===== src/rtl/cnt_shift_pkg.sv =====
// Shared encodings and default widths for the counter / shift-register primitives.
package cnt_shift_pkg;

  // Counter direction encodings
  localparam int DIR_UP   = 0;
  localparam int DIR_DOWN = 1;

  // Shift direction encodings
  localparam int SHIFT_TO_MSB = 0;  // serial input enters bit 0
  localparam int SHIFT_TO_LSB = 1;  // serial input enters the MSB

  // Default widths
  localparam int CNT_WIDTH_DEF = 8;
  localparam int SR_WIDTH_DEF  = 8;

endpackage : cnt_shift_pkg


===== src/rtl/cnt_shift_prims_if.sv =====
// Control/data bundle for the counter and shift-register primitive pair.
interface cnt_shift_prims_if #(
  parameter int CNT_WIDTH = 8,
  parameter int SR_WIDTH  = 8
);

  logic                 cnt_en;
  logic                 cnt_sload;
  logic [CNT_WIDTH-1:0] cnt_data;
  logic [CNT_WIDTH-1:0] cnt_q;
  logic                 cnt_tc;

  logic                 sr_en;
  logic                 sr_load;
  logic [SR_WIDTH-1:0]  sr_data;
  logic                 sr_shiftin;
  logic [SR_WIDTH-1:0]  sr_q;
  logic                 sr_shiftout;

  // User side: drives controls, observes state
  modport master (
    output cnt_en, cnt_sload, cnt_data,
    output sr_en, sr_load, sr_data, sr_shiftin,
    input  cnt_q, cnt_tc,
    input  sr_q, sr_shiftout
  );

  // Primitive side: consumes controls, produces state
  modport slave (
    input  cnt_en, cnt_sload, cnt_data,
    input  sr_en, sr_load, sr_data, sr_shiftin,
    output cnt_q, cnt_tc,
    output sr_q, sr_shiftout
  );

endinterface : cnt_shift_prims_if


===== src/rtl/prim_counter.sv =====
// Loadable up/down binary counter with combinational terminal-count flag.
// Priority: clear > load > count > hold. Wraps modulo 2^WIDTH.
module prim_counter
  import cnt_shift_pkg::*;
#(
  parameter int WIDTH     = CNT_WIDTH_DEF,
  parameter int DIRECTION = DIR_UP
) (
  input  logic             clk,
  input  logic             sclr,
  input  logic             en_i,
  input  logic             sload_i,
  input  logic [WIDTH-1:0] data_i,
  output logic [WIDTH-1:0] q_o,
  output logic             tc_o
);

  if (WIDTH < 1 || WIDTH > 32) begin : g_bad_width
    $error("prim_counter: WIDTH must be in 1..32");
  end
  if (DIRECTION != DIR_UP && DIRECTION != DIR_DOWN) begin : g_bad_dir
    $error("prim_counter: DIRECTION must be DIR_UP or DIR_DOWN");
  end

  localparam logic [WIDTH-1:0] ONE = WIDTH'(1);

  logic [WIDTH-1:0] cnt_q;
  logic [WIDTH-1:0] cnt_d;

  // Next count: a load replaces the value outright, it is never also stepped
  always_comb begin
    cnt_d = cnt_q;
    if (sload_i) begin
      cnt_d = data_i;
    end else if (en_i) begin
      if (DIRECTION == DIR_DOWN) begin
        cnt_d = cnt_q - ONE;
      end else begin
        cnt_d = cnt_q + ONE;
      end
    end
  end

  // Count register with synchronous clear
  always_ff @(posedge clk) begin
    if (sclr) begin
      cnt_q <= '0;
    end else begin
      cnt_q <= cnt_d;
    end
  end

  assign q_o  = cnt_q;
  // Terminal count follows the current value only; nothing is latched on wrap
  assign tc_o = (DIRECTION == DIR_DOWN) ? (cnt_q == '0) : (cnt_q == '1);

endmodule : prim_counter


===== src/rtl/prim_shiftreg.sv =====
// Parallel-load shift register with serial in/out.
// Priority: clear > load > shift > hold.
module prim_shiftreg
  import cnt_shift_pkg::*;
#(
  parameter int WIDTH     = SR_WIDTH_DEF,
  parameter int DIRECTION = SHIFT_TO_MSB
) (
  input  logic             clk,
  input  logic             sclr,
  input  logic             en_i,
  input  logic             load_i,
  input  logic [WIDTH-1:0] data_i,
  input  logic             shiftin_i,
  output logic [WIDTH-1:0] q_o,
  output logic             shiftout_o
);

  if (WIDTH < 2 || WIDTH > 64) begin : g_bad_width
    $error("prim_shiftreg: WIDTH must be in 2..64");
  end
  if (DIRECTION != SHIFT_TO_MSB && DIRECTION != SHIFT_TO_LSB) begin : g_bad_dir
    $error("prim_shiftreg: DIRECTION must be SHIFT_TO_MSB or SHIFT_TO_LSB");
  end

  logic [WIDTH-1:0] sr_q;
  logic [WIDTH-1:0] sr_d;

  // Next contents: a load wins over a shift, so held load reloads every cycle
  always_comb begin
    sr_d = sr_q;
    if (load_i) begin
      sr_d = data_i;
    end else if (en_i) begin
      if (DIRECTION == SHIFT_TO_LSB) begin
        sr_d = {shiftin_i, sr_q[WIDTH-1:1]};
      end else begin
        sr_d = {sr_q[WIDTH-2:0], shiftin_i};
      end
    end
  end

  // Shift register with synchronous clear
  always_ff @(posedge clk) begin
    if (sclr) begin
      sr_q <= '0;
    end else begin
      sr_q <= sr_d;
    end
  end

  assign q_o        = sr_q;
  // Serial output is the bit that leaves on the next shift
  assign shiftout_o = (DIRECTION == SHIFT_TO_LSB) ? sr_q[0] : sr_q[WIDTH-1];

endmodule : prim_shiftreg


===== src/rtl/cnt_shift_prims.sv =====
// Wrapper pairing an independent counter and shift register on one clock/clear.
module cnt_shift_prims
  import cnt_shift_pkg::*;
#(
  parameter int CNT_WIDTH     = CNT_WIDTH_DEF,
  parameter int CNT_DIRECTION = DIR_UP,
  parameter int SR_WIDTH      = SR_WIDTH_DEF,
  parameter int SR_DIRECTION  = SHIFT_TO_MSB
) (
  input  logic               clk,
  input  logic               sclr,
  cnt_shift_prims_if.slave   bus
);

  prim_counter #(
    .WIDTH     (CNT_WIDTH),
    .DIRECTION (CNT_DIRECTION)
  ) u_counter (
    .clk     (clk),
    .sclr    (sclr),
    .en_i    (bus.cnt_en),
    .sload_i (bus.cnt_sload),
    .data_i  (bus.cnt_data),
    .q_o     (bus.cnt_q),
    .tc_o    (bus.cnt_tc)
  );

  prim_shiftreg #(
    .WIDTH     (SR_WIDTH),
    .DIRECTION (SR_DIRECTION)
  ) u_shiftreg (
    .clk        (clk),
    .sclr       (sclr),
    .en_i       (bus.sr_en),
    .load_i     (bus.sr_load),
    .data_i     (bus.sr_data),
    .shiftin_i  (bus.sr_shiftin),
    .q_o        (bus.sr_q),
    .shiftout_o (bus.sr_shiftout)
  );

endmodule : cnt_shift_prims


===== src/flat_wrapper.sv =====
// flat-port wrapper written by rule: the top's interface ports become plain ports
module cnt_shift_prims_flat import cnt_shift_pkg::*;
#(
  parameter int CNT_WIDTH     = CNT_WIDTH_DEF,
  parameter int CNT_DIRECTION = DIR_UP,
  parameter int SR_WIDTH      = SR_WIDTH_DEF,
  parameter int SR_DIRECTION  = SHIFT_TO_MSB
)
  (clk, sclr, bus_cnt_en, bus_cnt_sload, bus_cnt_data, bus_sr_en, bus_sr_load, bus_sr_data, bus_sr_shiftin, bus_cnt_q, bus_cnt_tc, bus_sr_q, bus_sr_shiftout);
  cnt_shift_prims_if #(.CNT_WIDTH(CNT_WIDTH), .SR_WIDTH(SR_WIDTH)) bus_i ();
  input  logic clk;
  input  logic sclr;
  input wire logic [$bits(bus_i.cnt_en)-1:0] bus_cnt_en;
  input wire logic [$bits(bus_i.cnt_sload)-1:0] bus_cnt_sload;
  input wire logic [$bits(bus_i.cnt_data)-1:0] bus_cnt_data;
  input wire logic [$bits(bus_i.sr_en)-1:0] bus_sr_en;
  input wire logic [$bits(bus_i.sr_load)-1:0] bus_sr_load;
  input wire logic [$bits(bus_i.sr_data)-1:0] bus_sr_data;
  input wire logic [$bits(bus_i.sr_shiftin)-1:0] bus_sr_shiftin;
  output wire logic [$bits(bus_i.cnt_q)-1:0] bus_cnt_q;
  output wire logic [$bits(bus_i.cnt_tc)-1:0] bus_cnt_tc;
  output wire logic [$bits(bus_i.sr_q)-1:0] bus_sr_q;
  output wire logic [$bits(bus_i.sr_shiftout)-1:0] bus_sr_shiftout;
  assign bus_i.cnt_en = bus_cnt_en;
  assign bus_i.cnt_sload = bus_cnt_sload;
  assign bus_i.cnt_data = bus_cnt_data;
  assign bus_i.sr_en = bus_sr_en;
  assign bus_i.sr_load = bus_sr_load;
  assign bus_i.sr_data = bus_sr_data;
  assign bus_i.sr_shiftin = bus_sr_shiftin;
  assign bus_cnt_q = bus_i.cnt_q;
  assign bus_cnt_tc = bus_i.cnt_tc;
  assign bus_sr_q = bus_i.sr_q;
  assign bus_sr_shiftout = bus_i.sr_shiftout;
  cnt_shift_prims #(.CNT_WIDTH(CNT_WIDTH), .CNT_DIRECTION(CNT_DIRECTION), .SR_WIDTH(SR_WIDTH), .SR_DIRECTION(SR_DIRECTION)) u_core (.clk(clk), .sclr(sclr), .bus(bus_i));
endmodule

===== config.mk =====
export PLATFORM = sky130hd
export DESIGN_NAME = cnt_shift_prims_flat
export DESIGN_NICKNAME = d
export VERILOG_FILES = /design/src/rtl/cnt_shift_pkg.sv /design/src/rtl/cnt_shift_prims_if.sv /design/src/rtl/prim_counter.sv /design/src/rtl/prim_shiftreg.sv /design/src/rtl/cnt_shift_prims.sv /design/src/flat_wrapper.sv
export SDC_FILE = /design/constraint.sdc
export NUM_CORES = 1
export LEC_CHECK = 0
export BUFFER_PORTS_ARGS = -buffer_cell sky130_fd_sc_hd__buf_2
export CAP_MARGIN = 20
export CORE_UTILIZATION = 44
export DETAILED_ROUTE_END_ITERATION = 10
export PLACE_DENSITY_LB_ADDON = 0.2
export SYNTH_ARGS = -nofsm -noshare
export SYNTH_HDL_FRONTEND = slang
export SYNTH_HIERARCHICAL = 1
export SYNTH_SLANG_ARGS = --single-unit

===== constraint.sdc =====
create_clock -name clk -period 1.5 [get_ports clk]
set_input_delay 0.375 -clock clk [delete_from_list [all_inputs] [get_ports clk]]
set_output_delay 0.375 -clock clk [all_outputs]
set_load 0.02 [all_outputs]

---- Yosys cells after proc, flatten, opt, wreduce, memory -nomap -nowiden ----
Cells that the tools add are included.
storage, ports and cells
  register bits ........................... 16
  bits of input ports ..................... 23
  logic and storage cells ................. 10
operators by class
  add/sub/neg operators ................... 1
  equality and inequality tests ........... 1
  muxes and demuxes ....................... 4
  reduce and logical (&&, ||, !) cells .... 2
operators with widths
  cell                   number
  $mux W8                4
  $add A8 B1 Y8 const B  1
  $eq A8 B8 Y1 const B   1
  $reduce_bool A2 Y1     2

---- Depth between registers and ports, before layout ----
Gate-level depths: netlist of run 1.
  depth after elaboration ................. 3
  depth in mapped cells ................... 4
  gate-level depth less buffers ........... 4

---- By module ----
Netlist of run 1, hierarchy kept.
by module, submodules not included
  module         instances  cells an instance  area each (um^2)
  prim_counter   1          54                 451.7
  prim_shiftreg  1          36                 376.6

---- Worst setup path before layout of run 1 ----
Ideal clock, no wire load.
  path kind ............................... reg-to-output
  start point ............................. register u_core.u_counter.cnt_q[0] (netlist: u_core/u_counter/q_o[0])
  end point ............................... output port bus_cnt_tc
  arrival time ............................ 1.132 ns
  slack ................................... -0.007 ns
  stages on the path, launching flop included .. 4
  cells stage by stage .................... dfxtp_1 ha_1 nand3_1 nor2_1
between the ends
  cells in the longest elaborated chain, start to end .. 1
RTL lines
  element                 RTL line            text
  from (decl)             prim_counter.sv:27  logic [WIDTH-1:0] cnt_q;
  from (signal assigned)  prim_counter.sv:49  cnt_q <= cnt_d;
  $eq A8 B8 Y1            prim_counter.sv:55  assign tc_o = (DIRECTION == DIR_DOWN) ? (cnt_q == '0) : (cnt_q == '1);
  to (decl)               flat_wrapper.sv:21  output wire logic [$bits(bus_i.cnt_tc)-1:0] bus_cnt_tc;
Every way passes these cells.

---- Worst setup path in the final report of run 1 ----
  start point ............................. register u_core.u_counter.cnt_q[4] (netlist: u_core/u_counter/q_o[4])
  end point ............................... output port bus_cnt_tc
Same word-level chain as after synthesis.

==> run metrics, run 1 <==
# IOs 41; Max Root-Sink Buffers 2; P_leak 0.514 nW; Hold Crit Class input port to flop; antenna-violating nets left 0; Vias/cell 5.06; Hold Path End u_core/u_counter/q_o[0]; Clock Sink Count 16; Fin. Hold Viols 0; Worst R2R Start u_core/u_counter/q_o[4]; Synth top area share 0.387; GR Util All Layers 0.202; ant diodes 0; kind of cell adding the most delay to the critical path flip-flops; max-slew violation count 0; clk_lat worst skew 0.28 ns; routed vias 804; Syn-to-layout area delta 37.0%; Worst IR Drop VDD slightly above 500 uV; min Tclk post-route 1.48 ns; outcome completed; mean post-synth cell area 9.20 um2; Filler Cells Inserted roughly 160; cts hold-fix bufs 0; crit end category output port; Starting Density 0.475; htree depth 1; Worst-path clk slew 0.10 ns; routed wire length per instance about 12 um; Num CTS Buffers 3; Post-Layout Cell Count ~160; Yosys cell types 28; Max Freq 675 MHz; WP buf/inv 1; Worst Hold Margin 0.329 ns; GP Congestion 0.740; final setup fails 0; RSZ-0062 raised after global routing true; max incr delay on CP between 0.3 and 0.4 ns; Synth area leaders dfxtp_1, a211oi_1, mux2i_1, nor2b_1, xor2_1; Syn Inst Count 90; net switching fraction of the power 0.290; Flop pwr share 0.495; CP required 1.12 ns; first-pass GRT wire length 3.04 mm; vias in the first global route 722; Comb pwr share 0.216; sequential-to-total area share from yosys stat 0.387; Max Cap Violations 0; Int Power around 700 uW; IO buf count 40; Root Driver clkbuf_4; worst endpoint data arrival time 1.11 ns; fraction of layout cells with a size suffix above 1 0.463; num rows 15; Min-Delay Path Depth 3; pwr/cell area 868 nW/um2; placed insts about 150; Clk pwr share 0.289; Synth Flop Type dfxtp_1; Syn Std Cell Area 828 um2; DR DRC count 0; min-delay src bus_cnt_data[0]; worst-margin pin slew around 0.33 ns; Worst Setup Start Kind flop; Setup CP Type flop to output port; HPWL after detailed placement 1.34 mm; post-synth net total 114; Post-synth ARST share 0; commonest cells in the synthesized netlist dfxtp_1, a211oi_1, mux2i_1, nor2b_1, nand2_1; die height between 40 and 50 um; Synth area leader dfxtp_1; Iteration-0 DRC Markers 16; CTS tree done; reg2reg setup slack 0.08 ns; largest net degree at the start of global routing 17; drt pass-1 iters 4; slowest cell on the critical path dfxtp_2; DIE AREA 2060 um2; Critical R2R Capture u_core/u_counter/q_o[7]; gr ovfl total 0; Register-to-Register Path Depth 4; critical path cell sequence nand4_1 -> nor2_2 -> buf_6; drt total wl around 1.9 mm; number of synthesized flops with an enable pin 0; Slew headroom 0.779; crit-path max FO 5; Die W 45.4 um; antenna violations before repair 0; Seq cells post-synth 16; core area 1750 um2; NumNets Final ~160; fin crit share 0.988; Ys Warns 6; clock skew roughly 0.0025 ns; Psw 285 uW; most frequent cell after synthesis dfxtp_1
==> how the worst max path moves through the flow <==
stage,start,endpoint,cells after the start
2_1_floorplan,u_core/u_counter/q_o[0],bus_cnt_tc,3
3_3_place_gp,bus_cnt_en,u_core/u_counter/q_o[7],4
3_5_place_dp,bus_cnt_en,u_core/u_counter/q_o[7],4
4_1_cts,u_core/u_counter/q_o[4],bus_cnt_tc,3
5_1_grt,u_core/u_counter/q_o[6],bus_cnt_tc,3
6_report,u_core/u_counter/q_o[4],bus_cnt_tc,3
==> what timing repair did <==
| action | CTS | global route |
|---|---|---|
| pin swaps | 2 | 2 |
| gates resized for setup | 9 | 3 |
| setup buffers | 3 | 1 |
| endpoints found under the setup margin | 1 | 1 |
| cloned | 0 | 0 |
| endpoints found under the hold margin | 0 | 0 |
==> kinds of logic after synthesis <==
kind of cell	share of synthesized area
adder cells (fa/ha/maj)	0.0151
flip-flops	0.387
AO/OA/AOI/OAI	0.175
AND/OR/NAND/NOR	0.210
multiplexers	0.110
buffers and inverters	0.0604
XOR/XNOR	0.0423
==> layout by cell type, fill, tap and decap left out, types with 2 or more instances in the layout <==
master     n
nand4_1    2
nand3_1    3
xor2_1     4
nor3b_1    2
dfxtp_2    5
a211oi_1  11
mux2i_1    8
a21oi_1    3
nand2_1    6
nor2b_1    8
or3_1      2
dfxtp_1   10
buf_4      6
clkbuf_4   3
o21ai_0    2
buf_2     39
o211ai_1   2
nor2_1     4
==> worst min-delay path, delay by kind of cell <==
family | cells | cell delay (ns)
buffers and inverters | 1 | 0.09
AND/OR/NAND/NOR | 1 | 0.05
AO/OA/AOI/OAI | 1 | 0.05
==> power groups by stage <==
stage / combinational [mW] / clock (mW) / sequential, mW
2_1_floorplan: 0.0917 / 0 / 0.532
5_1_grt: 0.233 / 0.316 / 0.494
4_1_cts: 0.211 / 0.290 / 0.485
6_report: 0.213 / 0.284 / 0.488
3_5_place_dp: 0.204 / 0 / 0.495
3_3_place_gp: 0.201 / 0 / 0.494
==> per-layer routing <==
metal / part of all wire / track usage
met1: 0.49 / 0.262
met2: 0.46 / 0.349
met3: 0.046 / 0.0357
met4: 0 / 0.0364
met5: 0 / 0
==> sequential cells by signal, indices dropped and copies added, names as in the netlist <==
name                   flops
u_core/u_shiftreg/q_o      8
u_core/u_counter/q_o       8
==> stage by stage <==
stage	worst slack (ns)	TNS, ns	util	power (mW)	instance area (um2)
CTS	0.00493	0	0.635	0.986	1110
global route	-0.0408	-0.0408	0.650	1.04	1130
floorplan	0.0650	0	-	0.623	831
global placement	0.120	0	0.593	0.695	1030
detailed placement	0.0875	0	0.593	0.699	1030
finish	0.0186	0	0.650	0.985	1130
==> layout make-up <==
class,instances,area (um2),share of cell area
well taps,25,31.3,0.0276
inverters,2,7.51,0.00662
multi-input cells,66,478,0.421
flip-flops and latches,16,330,0.291
repair buffers,46,251,0.222
clock buffers,4,36.3,0.0320
(Power assumes the default switching activity.)
==> inputs of run 2 (changes only) <==
--- a/config.mk
+++ b/config.mk
@@ -5,11 +5,13 @@
 export SDC_FILE = /design/constraint.sdc
 export NUM_CORES = 1
 export LEC_CHECK = 0
-export BUFFER_PORTS_ARGS = -buffer_cell sky130_fd_sc_hd__buf_2
 export CAP_MARGIN = 20
-export CORE_UTILIZATION = 44
+export CORE_MARGIN = 5
+export CORE_UTILIZATION = 55
 export DETAILED_ROUTE_END_ITERATION = 10
+export DONT_BUFFER_PORTS = 1
 export PLACE_DENSITY_LB_ADDON = 0.2
+export RECOVER_POWER = 100
 export SYNTH_ARGS = -nofsm -noshare
 export SYNTH_HDL_FRONTEND = slang
 export SYNTH_HIERARCHICAL = 1
==> run metrics, run 2 (synthesis results as in run 1) <==
slowest cell on the critical path dfxtp_4; Comb pwr share 0.145 (-0.071); Num CTS Buffers 3 (unchanged); first-pass GRT wire length 3.23 mm (+6.1%); NumNets Final 122 (-23%); Worst Hold Margin 0.154 ns (-0.174 ns); CTS tree done; Max Root-Sink Buffers 2 (unchanged); fin crit share 0.949 (-0.0389); max-slew violation count 0 (unchanged); die height 48.8 um (+7.5%); Fin Setup TNS 0 ns (unchanged); Vias/cell 6.28 (+24%); RSZ-0062 raised after global routing false; # IOs 41 (unchanged); core area 1470 um2 (-16%); outcome completed; num rows 14 (-1); routed vias 703 (-13%); Register-to-Register Path Depth 4 (unchanged); ant diodes 0 (unchanged); Starting Density 0.563 (+0.0884); Max Freq 703 MHz (+4.1%); Multi-input gate area 483 um2 (+1.0%); Flop pwr share 0.604 (+0.109); total power 850 uW (-14%); Finished Core Util 0.625 (-0.0252); Setup CP Type flop to output port; Slew headroom 0.720 (-0.0593); Syn-to-layout area delta 11.0%; cts hold-fix bufs 0 (unchanged); clock skew 0.00269 ns (+0.000164 ns); DR DRC count 0 (unchanged); antenna violations before repair 0 (unchanged); number of cells on the critical path 2 (-1); min Tclk post-route 1.42 ns (-0.0583 ns); Die W 48.8 um (+7.5%); gr ovfl total 0 (unchanged); Hold Path End u_core/u_counter/q_o[0]; crit end category output port; Post-Layout Cell Count 112 (-30%); Worst R2R Start u_core/u_counter/q_o[4]; fraction of layout cells with a size suffix above 1 0.219 (-0.244); worst-margin pin slew 0.420 ns (+0.0887 ns); worst endpoint data arrival time 1.05 ns (-0.06 ns); largest net degree at the start of global routing 18 (+1); HPWL after detailed placement 1.41 mm (+5.6%); commonest non-fill, non-tap cells in the layout a211oi_1, dfxtp_1, mux2i_1, nor2b_1; Iteration-0 DRC Markers 6 (-10); min-delay src sclr; IO buf count 0 (-100%); WP buf/inv 0 (-1); Clock Sink Count 16 (unchanged); vias in the first global route 716 (-0.83%); Root Driver clkbuf_4; P_leak 0.337 nW (-35%); net switching fraction of the power 0.281 (-0.00823); clk_lat worst skew 0.27 ns (about the same); GR Util All Layers 0.165 (-0.0368); pwr/cell area 924 nW/um2 (+6.5%); kind of cell adding the most delay to the critical path simple AND/OR/NAND/NOR gates; Critical R2R Capture u_core/u_counter/q_o[7]; Worst IR Drop VDD 588 uV (+17%); htree depth 1 (unchanged); DIE AREA 2380 um2 (+16%); drt pass-1 iters 4 (unchanged); reg2reg setup slack 0.10 ns (+0.02 ns); Worst-path clk slew 0.09 ns (about the same); critical path cell sequence nand4_1 -> nor2_4; Psw 239 uW (-16%); drt total wl 1.96 mm (+4.4%); Fin. Hold Viols 0 (unchanged); Min-Delay Path Depth 1 (-2); Clk pwr share 0.250 (-0.039); Worst Setup Start Kind flop; antenna-violating nets left 0 (unchanged); max incr delay on CP 0.37 ns (-0.02 ns); final setup fails 0 (unchanged); routed wire length per instance 17.5 um (+48%); Hold Crit Class input port to flop; Filler Cells Inserted 143 (-8.3%); Int Power 611 uW (-13%); GP Congestion 0.739 (-0.15%); placed insts 107 (-29%); Reg area 330 um2 (unchanged); CP required 1.12 ns (about the same); Max Cap Violations 0 (unchanged); crit-path max FO 5 (unchanged); most common cell after layout, fill and taps aside a211oi_1
run 2: worst max-delay path by stage:
stage / end / slack [ns] / start
after floorplan: bus_cnt_tc / 0.07 / u_core/u_counter/q_o[0]
after global placement: u_core/u_counter/q_o[5] / 0.24 / u_core/u_counter/q_o[2]
after detailed placement: u_core/u_counter/q_o[7] / 0.22 / u_core/u_counter/q_o[3]
after CTS: bus_cnt_tc / 0.007 / u_core/u_counter/q_o[0]
after global routing: bus_cnt_tc / 0.007 / u_core/u_counter/q_o[3]
final: bus_cnt_tc / 0.08 / u_core/u_counter/q_o[4]
run 2: power by group through the flow:
stage	sequential [mW]	clock [mW]	combinational [mW]
after floorplan	0.532	0	0.0917
after global placement	0.518	0	0.120
after detailed placement	0.519	0	0.123
after CTS	0.511	0.222	0.126
after global routing	0.521	0.253	0.136
final	0.514	0.213	0.124
run 2: routing by layer:
metal | vias up | global-route usage | wire length [um]
met1 | 333 | 0.190 | 751
met5 | - | 0 | 0
met2 | 26 | 0.283 | 1020
li1 | 340 | - | -
met4 | 0 | 0.0538 | 22
met3 | 4 | 0.0550 | 160
run 2: layout make-up:
type | count | share of cell area
repair buffers | 9 | 0.0612
inverters | 2 | 0.00816
multi-input cells | 66 | 0.525
flip-flops and latches | 16 | 0.359
well taps | 16 | 0.0218
clock buffers | 3 | 0.0245
run 2: metrics by stage:
stage	setup WS, ns	area (um2)
after floorplan	0.0650	831
after global placement	0.239	861
after detailed placement	0.218	861
after CTS	0.00717	910
after global routing	0.00745	920
final	0.0769	920
run 2: timing repair:
item / 4_1_cts / 5_1_grt
setup buffers: 2 / 0
pin swaps: 3 / 2
resized for setup: 5 / 6
endpoints found under the setup margin: 1 / 2
